### config.mk
export PLATFORM = sky130hd
export DESIGN_NAME = gauge_needle_ctrl_flat
export DESIGN_NICKNAME = d
export VERILOG_FILES = /design/src/rtl/gauge_needle_ctrl_if.sv /design/src/rtl/gauge_needle_ctrl.sv /design/src/flat_wrapper.sv
export SDC_FILE = /design/constraint.sdc
export NUM_CORES = 1
export LEC_CHECK = 0
export ABC_AREA = 1
export BUFFER_PORTS_ARGS = -buffer_cell sky130_fd_sc_hd__buf_2
export CORE_MARGIN = 10
export CORE_UTILIZATION = 60
export CTS_BUF_LIST = sky130_fd_sc_hd__clkbuf_2
export CTS_CLUSTER_SIZE = 8
export DETAILED_ROUTE_END_ITERATION = 10
export PLACE_DENSITY_LB_ADDON = 0.08
export SLEW_MARGIN = 0
export SYNTH_ARGS = -nofsm -noshare
export SYNTH_HDL_FRONTEND = slang
export SYNTH_SLANG_ARGS = --single-unit
### constraint.sdc
create_clock -name clk -period 23.7 [get_ports clk]
set_input_delay 2.37 -clock clk [delete_from_list [all_inputs] [get_ports clk]]
set_output_delay 2.37 -clock clk [all_outputs]
set_load 0.05 [all_outputs]
### src/rtl/gauge_needle_ctrl_if.sv
// Bus between the RPM/gear logic (master) and the needle controller (slave).
interface gauge_needle_ctrl_if;
  logic [3:0] speed_level;
  logic [3:0] max_level;
  logic       sweep_start;
  logic       freeze;
  logic [7:0] pos;
  logic [7:0] target;
  logic       r_ctrl;
  logic       l_ctrl;
  logic       busy;
  logic       redline;

  modport master (
    output speed_level, max_level, sweep_start, freeze,
    input  pos, target, r_ctrl, l_ctrl, busy, redline
  );

  modport slave (
    input  speed_level, max_level, sweep_start, freeze,
    output pos, target, r_ctrl, l_ctrl, busy, redline
  );
endinterface

### src/rtl/gauge_needle_ctrl.sv
// Gauge needle controller: power-on / on-demand self-test sweep, then
// one-unit-per-tick tracking of a scaled RPM target with step pulses
// for the downstream servo stage.
module gauge_needle_ctrl #(
  parameter int TICK_DIV   = 100,
  parameter int POS_MAX    = 180,
  parameter int SWEEP_HOLD = 50
) (
  input  logic           clk,
  input  logic           rst_n,
  gauge_needle_ctrl_if.slave bus
);

  localparam logic [15:0] TICK_LAST = 16'(TICK_DIV - 1);
  localparam logic [7:0]  POS_MAX8  = 8'(POS_MAX);
  localparam logic [7:0]  HOLD_LAST = 8'(SWEEP_HOLD - 1);

  typedef enum logic [1:0] {
    ST_SWEEP_UP,
    ST_SWEEP_HOLD,
    ST_SWEEP_DOWN,
    ST_TRACK
  } state_e;

  state_e      state_q, state_d;
  logic [15:0] tick_q, tick_d;
  logic [7:0]  hold_q, hold_d;
  logic [7:0]  pos_q, pos_d;
  logic [7:0]  target_q, target_d;
  logic        r_q, r_d;
  logic        l_q, l_d;
  logic        redline_q, redline_d;

  logic        step;
  logic [11:0] prod;
  logic [11:0] divisor;
  logic        at_or_over;

  assign step       = (tick_q == TICK_LAST);
  assign at_or_over = (bus.speed_level >= bus.max_level);

  // Free-running step-tick divider; never paused, not even by freeze.
  always_comb begin
    tick_d = step ? 16'd0 : tick_q + 16'd1;
  end

  // Scale speed to needle units; full 12-bit product keeps the divide exact.
  // Divisor forced non-zero so the unused branch never divides by zero.
  always_comb begin
    prod    = 12'(bus.speed_level) * 12'(POS_MAX);
    divisor = {8'd0, (bus.max_level == 4'd0) ? 4'd1 : bus.max_level};
    if (bus.max_level == 4'd0)
      target_d = 8'd0;
    else if (at_or_over)
      target_d = POS_MAX8;
    else
      target_d = 8'(prod / divisor);
  end

  // Next-state, needle motion and step pulses.
  always_comb begin
    state_d = state_q;
    hold_d  = hold_q;
    pos_d   = pos_q;
    r_d     = 1'b0;
    l_d     = 1'b0;
    case (state_q)
      ST_SWEEP_UP: begin
        if (step) begin
          if (pos_q >= POS_MAX8) begin
            // Sweep requested while already at full scale: go straight to dwell.
            state_d = ST_SWEEP_HOLD;
            hold_d  = 8'd0;
          end else begin
            pos_d = pos_q + 8'd1;
            r_d   = 1'b1;
            if (pos_q + 8'd1 == POS_MAX8) begin
              state_d = ST_SWEEP_HOLD;
              hold_d  = 8'd0;
            end
          end
        end
      end
      ST_SWEEP_HOLD: begin
        if (step) begin
          if (hold_q == HOLD_LAST) begin
            state_d = ST_SWEEP_DOWN;
            hold_d  = 8'd0;
          end else begin
            hold_d = hold_q + 8'd1;
          end
        end
      end
      ST_SWEEP_DOWN: begin
        if (step) begin
          if (pos_q == 8'd0) begin
            state_d = ST_TRACK;
          end else begin
            pos_d = pos_q - 8'd1;
            l_d   = 1'b1;
            if (pos_q == 8'd1) state_d = ST_TRACK;
          end
        end
      end
      default: begin
        // Sweep request wins over any motion due on the same cycle.
        if (bus.sweep_start) begin
          state_d = ST_SWEEP_UP;
        end else if (step && !bus.freeze) begin
          if (pos_q < target_q) begin
            pos_d = pos_q + 8'd1;
            r_d   = 1'b1;
          end else if (pos_q > target_q) begin
            pos_d = pos_q - 8'd1;
            l_d   = 1'b1;
          end
        end
      end
    endcase
  end

  // Redline keyed on the next state so it is never seen high in a sweep state.
  always_comb begin
    redline_d = (state_d == ST_TRACK) && (bus.max_level != 4'd0) && at_or_over;
  end

  // State registers with synchronous active-low reset.
  always_ff @(posedge clk) begin
    if (!rst_n) begin
      state_q   <= ST_SWEEP_UP;
      tick_q    <= 16'd0;
      hold_q    <= 8'd0;
      pos_q     <= 8'd0;
      target_q  <= 8'd0;
      r_q       <= 1'b0;
      l_q       <= 1'b0;
      redline_q <= 1'b0;
    end else begin
      state_q   <= state_d;
      tick_q    <= tick_d;
      hold_q    <= hold_d;
      pos_q     <= pos_d;
      target_q  <= target_d;
      r_q       <= r_d;
      l_q       <= l_d;
      redline_q <= redline_d;
    end
  end

  assign bus.pos     = pos_q;
  assign bus.target  = target_q;
  assign bus.r_ctrl  = r_q;
  assign bus.l_ctrl  = l_q;
  assign bus.redline = redline_q;
  assign bus.busy    = (state_q != ST_TRACK);

endmodule
### src/flat_wrapper.sv
// flat-port wrapper written by rule: the top's interface ports become plain ports
module gauge_needle_ctrl_flat 
#(
  parameter int TICK_DIV   = 100,
  parameter int POS_MAX    = 180,
  parameter int SWEEP_HOLD = 50
)
  (clk, rst_n, bus_speed_level, bus_max_level, bus_sweep_start, bus_freeze, bus_pos, bus_target, bus_r_ctrl, bus_l_ctrl, bus_busy, bus_redline);
  gauge_needle_ctrl_if bus_i ();
  input  logic clk;
  input  logic rst_n;
  input wire logic [$bits(bus_i.speed_level)-1:0] bus_speed_level;
  input wire logic [$bits(bus_i.max_level)-1:0] bus_max_level;
  input wire logic [$bits(bus_i.sweep_start)-1:0] bus_sweep_start;
  input wire logic [$bits(bus_i.freeze)-1:0] bus_freeze;
  output wire logic [$bits(bus_i.pos)-1:0] bus_pos;
  output wire logic [$bits(bus_i.target)-1:0] bus_target;
  output wire logic [$bits(bus_i.r_ctrl)-1:0] bus_r_ctrl;
  output wire logic [$bits(bus_i.l_ctrl)-1:0] bus_l_ctrl;
  output wire logic [$bits(bus_i.busy)-1:0] bus_busy;
  output wire logic [$bits(bus_i.redline)-1:0] bus_redline;
  assign bus_i.speed_level = bus_speed_level;
  assign bus_i.max_level = bus_max_level;
  assign bus_i.sweep_start = bus_sweep_start;
  assign bus_i.freeze = bus_freeze;
  assign bus_pos = bus_i.pos;
  assign bus_target = bus_i.target;
  assign bus_r_ctrl = bus_i.r_ctrl;
  assign bus_l_ctrl = bus_i.l_ctrl;
  assign bus_busy = bus_i.busy;
  assign bus_redline = bus_i.redline;
  gauge_needle_ctrl #(.TICK_DIV(TICK_DIV), .POS_MAX(POS_MAX), .SWEEP_HOLD(SWEEP_HOLD)) u_core (.clk(clk), .rst_n(rst_n), .bus(bus_i));
endmodule
Word level (Yosys, flattened, before mapping)
Cells that the tools add are included.
W data, S select, Z words.
{ "op_classes": {"n_addsub": 4, "multipliers": 1, "n_div": 1, "n_lt_le_gt_ge": 4, "n_eq_ne": 15, "shifts": 0, "n_mux": 40, "n_bitwise": 2, "reduce_logical": 18} }
{ "ops": {"columns": ["cell", "count"], "rows": [
  ["$mux W8", 14],
  ["$pmux W8 S3", 1],
  ["$mux W2", 9],
  ["$add A16 B1 Y16 const B", 1],
  ["$add A8 B1 Y8 const B", 2],
  ["$eq A16 B7 Y1 const B", 1],
  ["$pmux W8 S2", 1],
  ["$div A12 B4 Y12", 1],
  ["$mux W1", 11],
  ["$mul A4 B6 Y10 const B", 1],
  ["$eq A8 B1 Y1 const B", 1],
  ["$eq A8 B6 Y1 const B", 1],
  ["$eq A8 B8 Y1 const B", 1],
  ["$ge A8 B8 Y1 const B", 1],
  ["$gt A8 B8 Y1", 1],
  ["$logic_not A8 Y1", 1],
  ["$lt A8 B8 Y1", 1],
  ["$reduce_and A8 Y1", 1],
  ["$reduce_bool A4 Y1", 2],
  ["$reduce_or A2 Y1", 4],
  ["$sub A8 B1 Y8 const B", 1],
  ["$ne A2 B1 Y1 const B", 3],
  ["$ne A2 B2 Y1 const B", 3],
  ["$ne A3 B1 Y1 const B", 2],
  ["15 further kinds", 20]
]} }
{ "word_totals": {"register_bits": 45, "latch_bits": 0, "ram_bits": 0, "rom_bits": 0, "in_bits": 12, "out_inout_bits": 20, "word_cells": 94, "n_memories": 0} }

Logic depth before layout (Yosys ltp)
Gate-level depths: netlist (run 1).
{ "logic_depth": {"ltp_word": 9, "ltp_mapped": 125, "depth_no_buf": 123} }

Worst setup path before layout (run 1)
OpenSTA, ideal clock, no wires.
{ "synth_path": {"path_kind": "input to register", "from": "input port bus_speed_level[1]", "to": "register u_core.target_q[0], in the netlist u_core.bus.target[0]", "setup_time_ns": 0.112, "arrival_ns": 17.934, "required_time_ns": 23.588, "setup_slack_ns": 5.655, "cell_stages": 120, "n_path_buf": 2, "cell_sequence": "ha_1 > ha_1 > ha_1 > fa_1 > nand2_1 > nand3_1 > ha_1 > nand3b_1 > nand2_1 > ha_1 > o21ai_1 > nand2_1 > nand2_2 > or2_1 > nand2_1 > ha_1 > nand2_1 > nand3b_1 > [... 84 more ...] > inv_1 > a21oi_1 > nand2_1 > inv_1 > nand3_2 > nor2_4 > nand3_4 > mux2_4 > ha_1 > nand3_1 > o21a_1 > nand3_1 > nor2_1 > nand3_1 > nand2_1 > nand3_1 > nor2_1 > nor2_1"} }
{ "synth_between": {"elab_chain_cells": 2, "word_cells_on_any_way": 4, "classes_between": "mul: 1; div: 1; order compare: 1; reduce/logical: 1"} }
{ "synth_rtl": {"columns": ["element", "line", "rtl"], "rows": [
  ["start: declaration", "flat_wrapper.sv:12", "input wire logic [$bits(bus_i.speed_level)-1:0] bus_speed_level;"],
  ["$mul A4 B6 Y10 or $ge A4 B4 Y1 (tied branches)", "gauge_needle_ctrl.sv:50, gauge_needle_ctrl.sv:40", null],
  ["$div A12 B4 Y12 or $reduce_or A3 Y1 (tied branches)", null, null],
  ["end signal: assignment", "gauge_needle_ctrl.sv:143", "target_q <= target_d;"],
  ["end: declaration", "gauge_needle_ctrl.sv:29", "logic [7:0] target_q, target_d;"]
]} }
Several ways; a longest one is shown, not always the timed one.
A chain may end at the register's enable or synchronous reset.

Final worst setup path (run 1)
Same ends and word-level chain as after synthesis.

==> results of run 1 <==
metal layers:
metal | part of all wire | global-route usage | wire, microns | vias up
met1 | 0.45 | 0.222 | 6080 | 2552
met5 | 0 | 0 | 0 | -
met2 | 0.50 | 0.354 | 6670 | 97
met4 | 0.0099 | 0.0374 | 133 | 0
met3 | 0.038 | 0.0228 | 514 | 13
li1 | - | - | - | 2988
worst paths after layout:
path	to	slack, ps
hold / removal	u_core.tick_q[0]$_SDFF_PP0_	470
setup reg to reg	u_core.bus.pos[4]$_SDFFE_PN0P_	20840
setup / recovery	u_core.bus.target[0]$_SDFF_PP0_	3730
hold reg to reg	u_core.tick_q[0]$_SDFF_PP0_	470
stage by stage:
stage | util | hold WS, ps | worst slack (ps) | instance area [sq um] | std cells
global placement | 0.653 | 433 | 4180 | 6090 | 1042
detailed placement | 0.653 | 437 | 3360 | 6090 | 1042
floorplan | - | 418 | 5650 | 5810 | 890
global route | 0.660 | 526 | 1930 | 6160 | 1050
CTS | 0.660 | 466 | 3860 | 6160 | 1050
finish | 0.660 | 471 | 3730 | 6160 | 1050
logic make-up (layout without fill, tap and decap cells):
logic type	after synthesis	in the layout	share of synthesized area
AND/OR/NAND/NOR	458	458	0.398
buffers and inverters	157	188	0.104
AO/OA/AOI/OAI	119	119	0.121
adder cells (fa/ha/maj)	77	77	0.170
flip-flops	45	45	0.155
XOR/XNOR	33	33	0.0497
multiplexers	1	1	0.00258
critical path: cells and delay by family:
family | cells | cell delay (ps)
and+or+nand+nor | 57 | 6520
adders and majority gates | 16 | 4890
AOI/OAI and AO/OA | 27 | 4640
buffers and inverters | 18 | 1540
muxes | 1 | 310
layout make-up:
class | count | area (sq um)
Multi-Input combinational cell | 688 | 4310
Fill cell | 850 | 3170
Sequential cell | 45 | 901
Inverter | 148 | 556
Timing Repair Buffer | 32 | 163
Tap cell | 129 | 161
Clock inverter | 3 | 46.3
Clock buffer | 5 | 25.0
cells in the final DEF (no fill, tap or decap), types with 3 or more instances in the layout:
cell,netlist,layout
sky130_fd_sc_hd__nor3_1,25,25
sky130_fd_sc_hd__nand2_1,183,183
sky130_fd_sc_hd__fa_1,3,3
sky130_fd_sc_hd__o21bai_1,5,5
sky130_fd_sc_hd__inv_2,11,11
sky130_fd_sc_hd__a21oi_1,40,40
sky130_fd_sc_hd__nor2_1,86,86
sky130_fd_sc_hd__nand4_1,17,17
sky130_fd_sc_hd__clkbuf_2,0,5
sky130_fd_sc_hd__a211oi_1,7,7
sky130_fd_sc_hd__buf_2,0,31
sky130_fd_sc_hd__o21ai_0,30,30
sky130_fd_sc_hd__nor2_4,7,7
sky130_fd_sc_hd__xnor2_1,8,8
sky130_fd_sc_hd__nand3_2,14,14
sky130_fd_sc_hd__nand3_1,63,63
sky130_fd_sc_hd__a21o_1,4,4
sky130_fd_sc_hd__nand3b_1,6,6
sky130_fd_sc_hd__ha_1,74,74
sky130_fd_sc_hd__inv_1,135,135
sky130_fd_sc_hd__or2_1,5,5
sky130_fd_sc_hd__nand2_4,7,7
sky130_fd_sc_hd__nor3b_1,3,3
sky130_fd_sc_hd__nor2_2,4,4
sky130_fd_sc_hd__a31oi_1,3,3
sky130_fd_sc_hd__nor4_1,9,9
sky130_fd_sc_hd__or2_2,4,4
sky130_fd_sc_hd__nand2_2,16,16
sky130_fd_sc_hd__nand3_4,4,4
sky130_fd_sc_hd__o21ai_1,14,14
sky130_fd_sc_hd__xor2_1,25,25
sky130_fd_sc_hd__o211ai_1,5,5
sky130_fd_sc_hd__dfxtp_1,45,45
registers in the layout (all words and copies together), names as in the netlist:
name                flops
u_core.bus.target       8
u_core.bus.pos          8
u_core.bus.l_ctrl       1
u_core.hold_q           8
u_core.bus.redline      1
u_core.state_q          2
u_core.bus.r_ctrl       1
u_core.tick_q          16
==> run metrics, run 1 <==
number of global-route vias before repair=around 5400; total routed wirelength=13.4 mm; share of flip-flops with an asynchronous set or reset after synthesis=0; slowest cell on the critical path=sky130_fd_sc_hd__fa_1; number of iterations in the first detailed-routing pass=5; Max-Slew Margin vs Limit=0.618; most frequent cells after synthesis=sky130_fd_sc_hd__nand2_1, sky130_fd_sc_hd__inv_1, sky130_fd_sc_hd__nor2_1, sky130_fd_sc_hd__ha_1, sky130_fd_sc_hd__nand3_1; reg-to-reg critical path startpoint=u_core.bus.pos[5]$_SDFFE_PN0P_; proportion of synthesized chip area in sequential cells=0.155; post-CTS setup repair buffer count=0; master cell of the clock root buffer=sky130_fd_sc_hd__clkbuf_2; GP Congestion=between 0.9 and 1; Unique masters post-synth=48; post-synth net total=between 900 and 1000; n_diodes=0; number of hold buffers added after cts=0; kind of critical path=input port to register; Worst Max-Slew Pin Slew=about 570 ps; Detailed Place HPWL=roughly 11 mm; Max FO, Critical Path=11; RSZ-0062 raised after global routing=no; launch point of the worst hold path=u_core.tick_q[0]$_SDFF_PP0_; DRC violation total after the first TritonRoute iteration=around 450; CTS tree=yes; top-area cell type share of the netlist area=0.159; Antenna Violating Nets Remaining=0; CTS resizes=0; die outline height=118 microns; initial antenna violation count=0; number of warnings issued by yosys=0; initial cell density of the core=0.623; post-synth design cell area=between 5000 and 6000 sq um; final global-route overflow total=0; count of pins on the block boundary=32; number of flops mapped to enable cells by yosys=0; Die Wd=118 microns; part of the cycle the worst path needs=0.843; cell accounting for the most synthesized area=sky130_fd_sc_hd__ha_1; core footprint=9330 sq um; Mean Syn Cell Area=around 6.5 sq um; # port buffers=31; Top FF cell, synth=sky130_fd_sc_hd__dfxtp_1; total of max-cap violations=0; path class of the lowest-slack min-delay path=register to register; routed via count divided by cell count=5.38; total CTS buffers=5; count of cells along the worst register-to-register path=11; worst hold path depth=1; buffers from clock root to sink, at most=2; result of the run=finished, final reports clean; Final Skew=21.5 ps; final period demand of the worst path=between 15000 and 20000 ps; first-pass GRT wire length=between 20 and 25 mm; final max-slew violation count=0; cells taking the most area after synthesis=sky130_fd_sc_hd__ha_1, sky130_fd_sc_hd__dfxtp_1, sky130_fd_sc_hd__nand2_1, sky130_fd_sc_hd__inv_1, sky130_fd_sc_hd__nor2_1; routed via count=~5700; largest stage delay on the critical path=around 420 ps; Remaining DRCs=0; number of failing setup endpoints in the final timing report=0; post-CTS clock slew at the launch and capture registers of the worst setup and hold paths=250 ps; Tot GR Track Use=0.188; Max Freq=between 0.05 and 0.06 GHz; Setup crit start kind=input port; share of cells above drive strength 1=0.127; final net count=about 1000; data arrival at the endpoint of the critical path=20340 ps; clock latency of the later-clocked register in the worst-skew pair=roughly 430 ps; number of endpoints with negative hold slack in the final report=0; total negative slack=0 ps; area grow syn2layout=5.96%; type of element capturing the critical path=register; Die Outline Area=between 10000 and 15000 sq um; clk sink count=between 40 and 50; WL per Instance=12.8 microns; Gate Count Post-Synth=890; launch point of the worst path=bus_speed_level[1]; H-Tree Level Count=2; most prevalent standard cell on the critical path=sky130_fd_sc_hd__nand2_1; pin count of the biggest net entering global routing=16; num rows=35; number of flip-flops and latches in the synthesized netlist=45; Worst EP required=24070 ps; most instantiated library cell after synthesis=sky130_fd_sc_hd__nand2_1
Power of run 1 is left out: the tool's default activity adds up to more than one toggle a clock period on the data nets, which glitch-free logic cannot reach.
==> run 2: changes to the inputs <==
CORE_UTILIZATION = 58   (was 60)
clock period = 17.1 ns   (was 23.7 ns; I/O delays follow)
==> run 2 against run 1 <==
Sequential share of layout area shrank 2.2 points. Final cell count increased by 8.3%. Via count grew 10%. Die area is 2.9% higher. Flip-flop and latch count did not move. Worst hold slack barely moved. Worst setup slack got worse by 3200 ps. Utilization increased by 8.0 points. Global-route usage rose by 0.69 points. Register-to-register slack got worse by 6600 ps. Non-clock buffer count grew 83. First-iteration DRC count up 21%. Critical path type unchanged. Highest routed layer unchanged.
==> run metrics, run 2 (same netlist as run 1, synthesis figures left out) <==
Antenna Violating Nets Remaining=0 (unchanged); Max FO, Critical Path=6 (-5); most prevalent standard cell on the critical path=sky130_fd_sc_hd__nand2_2; Final Skew=19.1 ps (-2.37 ps); reg-to-reg critical path startpoint=u_core.bus.pos[1]$_SDFFE_PN0P_; data arrival at the endpoint of the critical path=16870 ps (-3470 ps); layer with the highest usage after global routing=met2; # port buffers=31 (unchanged); total of max-cap violations=0 (unchanged); area grow syn2layout=24.5%; total negative slack=0 ps (unchanged); DRC violation total after the first TritonRoute iteration=543 (+21%); final global-route overflow total=0 (unchanged); largest stage delay on the critical path=530 ps (+110 ps); launch point of the worst hold path=u_core.tick_q[0]$_SDFF_PP0_; Worst Max-Slew Pin Slew=947 ps (+380 ps); Max Freq=~0.060 GHz; pin count of the biggest net entering global routing=16 (unchanged); H-Tree Level Count=2 (unchanged); Biggest register=u_core.tick_q; Remaining DRCs=0 (unchanged); GP Congestion=0.945 (+2.4%); routed via count divided by cell count=5.48 (+1.9%); final period demand of the worst path=16540 ps; master cell of the clock root buffer=sky130_fd_sc_hd__clkbuf_2; count of cells along the worst register-to-register path=14 (+3); worst hold path depth=1 (unchanged); Setup crit start kind=input port; total routed wirelength=15.6 mm (+17%); met1 demand-to-capacity share in global routing=0.223 (+0.00114); WL per Instance=13.7 microns (+7.7%); kind of critical path=input port to register; die outline height=120 microns (+1.4%); final max-slew violation count=0 (unchanged); final net count=1092 (+8.2%); type of element capturing the critical path=register; path class of the lowest-slack min-delay path=register to register; end of the worst hold path=u_core.tick_q[0]$_SDFF_PP0_; Tot GR Track Use=0.195 (+0.00685); Worst EP required=17430 ps (-6640 ps); num rows=36 (+2.9%); met3 Resource Use GR=0.0220 (-0.000812); core footprint=9770 sq um (+4.8%); result of the run=finished, final reports clean; part of the cycle the worst path needs=0.967; Detailed Place HPWL=11.6 mm (+4.8%); most common cell after layout, fill and taps aside=sky130_fd_sc_hd__nand2_1; Die Wd=120 microns (+1.4%); count of pins on the block boundary=32 (unchanged); number of endpoints with negative hold slack in the final report=0 (unchanged); Die Outline Area=14400 sq um (+2.9%); buffers from clock root to sink, at most=2 (unchanged); total CTS buffers=5 (unchanged); post-CTS clock slew at the launch and capture registers of the worst setup and hold paths=210 ps (-40 ps); share of cells above drive strength 1=0.266 (+0.139); RR Endpoint=u_core.hold_q[6]$_SDFFE_PN0P_; setup slack of the most critical reg-to-reg path=14270 ps (-6570 ps); initial cell density of the core=0.595 (-0.0285); number of iterations in the first detailed-routing pass=7 (+2); initial antenna violation count=0 (unchanged); number of flip-flops under the largest register name=16 (unchanged); clk sink count=45 (unchanged); number of global-route vias before repair=5744 (+7.0%); GR met2 Demand/Resource=0.369 (+0.0150); routed via count=6236 (+10%); slowest cell on the critical path=sky130_fd_sc_hd__fa_1; clock latency of the later-clocked register in the worst-skew pair=400 ps (-30 ps); Max-Slew Margin vs Limit=0.368 (-0.250); final core area utilization=0.741 (+0.0802); CTS tree=yes; number of failing setup endpoints in the final timing report=0 (unchanged); first-pass GRT wire length=24.6 mm (+4.9%); leading cell types in the layout, fill and taps excluded=sky130_fd_sc_hd__nand2_1, sky130_fd_sc_hd__inv_1, sky130_fd_sc_hd__buf_4, sky130_fd_sc_hd__nor2_1, sky130_fd_sc_hd__nand3_1; n_diodes=0 (unchanged)
run 2: cell types whose count changed in the layout (fill, tap and decap cells not counted), sizes merged:
| cell | before | now |
|---|---|---|
| clkinvlp | 1 | 0 |
| clkbuf | 5 | 6 |
| buf | 32 | 115 |
run 2: area by class of cell:
class,instances,area [sq um]
Sequential cell,45,901
Tap cell,133,166
Timing Repair Buffer,115,791
Inverter,148,568
Clock buffer,6,30.0
Multi-Input combinational cell,688,4750
Fill cell,777,2530
Clock inverter,2,33.8
run 2: metal layers:
metal / vias to the layer above / part of all wire
li1: 3140 / -
met2: 186 / 0.52
met5: - / 0
met1: 2870 / 0.41
met3: 40 / 0.049
met4: 0 / 0.023
run 2: repair_timing:
action                                  CTS  global route
endpoints found under the setup margin    1             2
pin swaps                                15            55
buffers inserted                         10            27
hold buffers                              0             0
resized for setup                        12            79
run 2: worst max-delay path: cells and delay by family:
kind,cells,cell delay (ps)
muxes,1,310
and+or+nand+nor,59,5590
buffers and inverters,20,1680
AOI/OAI and AO/OA,26,3480
adders and majority gates,15,4060
run 2: how the worst max path moves through the flow:
stage          cells past startpoint                              end                from
6_report                         121  u_core.bus.target[0]$_SDFF_PP0_  bus_speed_level[2]
5_1_grt                          121  u_core.bus.target[0]$_SDFF_PP0_  bus_speed_level[2]
4_1_cts                          121  u_core.bus.target[0]$_SDFF_PP0_  bus_speed_level[2]
3_5_place_dp                     121  u_core.bus.target[0]$_SDFF_PP0_  bus_speed_level[1]
3_3_place_gp                     121  u_core.bus.target[0]$_SDFF_PP0_  bus_speed_level[2]
2_1_floorplan                    122  u_core.bus.target[0]$_SDFF_PP0_  bus_speed_level[1]
run 2: stage by stage:
step / worst slack (ps) / cell area [sq um] / hold slack [ps] / instances
final: 560 / 7240 / 471 / 1137
after global routing: -308 / 7240 / 487 / 1137
after CTS: 14.2 / 6630 / 474 / 1110
after detailed placement: -845 / 6460 / 441 / 1092
after global placement: -218 / 6460 / 427 / 1092
after floorplan: 14.1 / 5840 / 418 / 890
Power of run 2 is left out for the same reason.
==> run 3: changes to the inputs <==
ABC_AREA = 0   (was 1)
==> run 3 against run 2 <==
The run now ends with negative setup slack left. Clock-buffer cell count decreased by 1. Critical path type unchanged. Worst hold slack better by 15 ps. Via count up 9.5%. Critical path depth fell by 23. Register-to-register slack worse by 610 ps. Utilization grew 13 points. Fmax decreased by 16%. Critical endpoint unchanged. Clock skew up 7.1 ps. Cell area increased by 12%.
==> run metrics, run 3 <==
number of warnings issued by yosys=0 (unchanged); post-synth design cell area=5540 sq um (-4.6%); DRC violation total after the first TritonRoute iteration=715 (+32%); share of flip-flops with an asynchronous set or reset after synthesis=0 (unchanged); number of flops mapped to enable cells by yosys=0 (unchanged); post-CTS clock slew at the launch and capture registers of the worst setup and hold paths=200 ps (about the same); number of global-route vias before repair=6217 (+8.2%); area grow syn2layout=45.9%; count of cells along the worst register-to-register path=17 (+3); reg-to-reg critical path startpoint=u_core.bus.pos[1]$_SDFFE_PN0P_; number of endpoints with negative hold slack in the final report=0 (unchanged); initial cell density of the core=0.597 (+0.00232); Max Freq=0.0506 GHz (-16%); count of pins on the block boundary=32 (unchanged); GP Congestion=0.975 (+3.2%); most instantiated library cell after synthesis=sky130_fd_sc_hd__nor2_1; number of hold buffers added after cts=0 (unchanged); worst hold margin=486 ps (+14.5 ps); pin count of the biggest net entering global routing=17 (+1); largest stage delay on the critical path=440 ps (-90 ps); worst hold path depth=1 (unchanged); area taken by multi-input logic gates=5060 sq um (+6.5%); Die Wd=118 microns (-2.0%); post-synth net total=805 (-18%); slowest cell on the critical path=sky130_fd_sc_hd__xor2_1; Unique masters post-synth=85 (+77%); final period demand of the worst path=19750 ps (+3210 ps); first-pass GRT wire length=28.6 mm (+16%); most frequent cells after synthesis=sky130_fd_sc_hd__nor2_1, sky130_fd_sc_hd__ha_1, sky130_fd_sc_hd__nand2_1, sky130_fd_sc_hd__a21oi_1, sky130_fd_sc_hd__dfxtp_1; cell accounting for the most synthesized area=sky130_fd_sc_hd__ha_1; Max FO, Critical Path=6 (unchanged); kind of critical path=input port to register; launch point of the worst hold path=u_core.tick_q[0]$_SDFF_PP0_; Worst EP required=17450 ps (+20 ps); most prevalent standard cell on the critical path=sky130_fd_sc_hd__o21a_1; # port buffers=31 (unchanged); clk sink count=45 (unchanged); final global-route overflow total=0 (unchanged); CTS tree=yes; number of flip-flops under the largest register name=16 (unchanged); pre-CTS worst setup slack=-2290 ps (-1440 ps); Tot GR Track Use=0.235 (+0.0404); master cell of the clock root buffer=sky130_fd_sc_hd__clkbuf_2; total routed wirelength=21.3 mm (+36%); leading cell types in the layout, fill and taps excluded=sky130_fd_sc_hd__buf_4, sky130_fd_sc_hd__nor2_1, sky130_fd_sc_hd__nand2_1, sky130_fd_sc_hd__ha_1, sky130_fd_sc_hd__dfxtp_1; Remaining DRCs=0 (unchanged); Antenna Violating Nets Remaining=0 (unchanged); total area of sequential cells=901 sq um (unchanged); result of the run=complete, but fails checks; Worst Max-Slew Pin Slew=953 ps (+5.54 ps); RSZ-0062 raised after global routing=yes; part of the cycle the worst path needs=1.15 (+0.187); number of flip-flops and latches in the synthesized netlist=45 (unchanged); most common cell after layout, fill and taps aside=sky130_fd_sc_hd__buf_4; n_diodes=0 (unchanged); WL per Instance=19.6 microns (+43%); initial antenna violation count=0 (unchanged); failing checks=negative setup slack; share of cells above drive strength 1=0.393 (+0.127); Die Outline Area=13900 sq um (-3.9%); setup slack of the most critical reg-to-reg path=13660 ps (-610 ps); core footprint=9280 sq um (-5.0%); routed via count=6827 (+9.5%); Gate Count Post-Synth=716 (-20%); RR Endpoint=u_core.bus.pos[7]$_SDFFE_PN0P_; Fill cells=482 (-38%); num rows=35 (-2.8%); cells taking the most area after synthesis=sky130_fd_sc_hd__ha_1, sky130_fd_sc_hd__dfxtp_1, sky130_fd_sc_hd__nor2_1, sky130_fd_sc_hd__a21oi_1, sky130_fd_sc_hd__nand2_1; routed via count divided by cell count=6.30 (+15%); Mean Syn Cell Area=7.74 sq um (+19%); Detailed Place HPWL=13.7 mm (+18%); type of element capturing the critical path=register; Final Skew=26.2 ps (+7.07 ps); data arrival at the endpoint of the critical path=20100 ps (+3230 ps); Setup crit start kind=input port; die outline height=118 microns (-2.0%); total CTS buffers=5 (unchanged); top-area cell type share of the netlist area=0.167 (+0.00776); PnR worst setup slack=-2650 ps (-3210 ps); clock latency of the later-clocked register in the worst-skew pair=390 ps (about the same); total of max-cap violations=0 (unchanged); path class of the lowest-slack min-delay path=register to register; H-Tree Level Count=2 (unchanged); end of the worst hold path=u_core.tick_q[0]$_SDFF_PP0_; Biggest register=u_core.tick_q; final max-slew violation count=0 (unchanged); proportion of synthesized chip area in sequential cells=0.162 (+0.00755); Top FF cell, synth=sky130_fd_sc_hd__dfxtp_1; number of failing setup endpoints in the final timing report=3 (+3); number of iterations in the first detailed-routing pass=5 (-2); buffers from clock root to sink, at most=2 (unchanged); final net count=1044 (-4.4%); Max-Slew Margin vs Limit=0.361 (-0.00683)
run 3: routing by layer:
| metal | share of wire | track usage | up-vias |
|---|---|---|---|
| met5 | 0 | 0 | - |
| met2 | 0.48 | 0.430 | 416 |
| met4 | 0.065 | 0.0680 | 0 |
| li1 | - | - | 3095 |
| met3 | 0.079 | 0.0269 | 145 |
| met1 | 0.38 | 0.280 | 3171 |
run 3: cell type report:
type,count,share of cell area
clock buffers,5,0.00309
inverters,34,0.0158
multi-input cells,622,0.625
well taps,129,0.0200
flip-flops and latches,45,0.111
repair buffers,247,0.224
clock inverters,1,0.000619
run 3: critical path: cells and delay by family:
kind,cells,cell delay (ps)
XOR/XNOR,1,440
multiplexers,4,1150
AO/OA/AOI/OAI,41,6910
AND/OR/NAND/NOR,29,4980
adder cells (fa/ha/maj),15,4030
buffers and inverters,8,840
run 3: kinds of logic after synthesis:
| kind of cell | share of synthesized area |
|---|---|
| adder cells (fa/ha/maj) | 0.178 |
| XOR/XNOR | 0.0711 |
| multiplexers | 0.0390 |
| AO/OA/AOI/OAI | 0.230 |
| AND/OR/NAND/NOR | 0.283 |
| flip-flops | 0.162 |
| buffers and inverters | 0.0361 |
run 3: stage by stage:
step | instance area, sq um | TNS, ps | std cells | utilization
final | 8090 | -4380 | 1083 | 0.871
after global routing | 8090 | -5830 | 1083 | 0.871
after CTS | 7700 | -1740 | 1061 | 0.830
after detailed placement | 7520 | -3430 | 1042 | 0.810
after global placement | 7520 | -2170 | 1042 | 0.810
after floorplan | 5910 | -3220 | 716 | -
run 3: how the worst max path moves through the flow:
stage	end	slack [ps]	depth (start not counted)	startpoint
detailed placement	u_core.bus.target[0]$_SDFF_PP0_	-2290	100	bus_speed_level[1]
global route	u_core.bus.target[0]$_SDFF_PP0_	-3200	98	bus_speed_level[2]
finish	u_core.bus.target[0]$_SDFF_PP0_	-2650	98	bus_speed_level[1]
CTS	u_core.bus.target[0]$_SDFF_PP0_	-1440	98	bus_speed_level[2]
global placement	u_core.bus.target[0]$_SDFF_PP0_	-1640	98	bus_speed_level[1]
floorplan	u_core.bus.target[0]$_SDFF_PP0_	-2200	100	bus_speed_level[3]
run 3: what timing repair did:
| action | CTS | global route |
|---|---|---|
| gates resized for setup | 13 | 41 |
| setup buffers | 13 | 22 |
| pin swaps | 15 | 46 |
| endpoints found under the setup margin | 2 | 3 |
Power of run 3 is left out for the same reason.
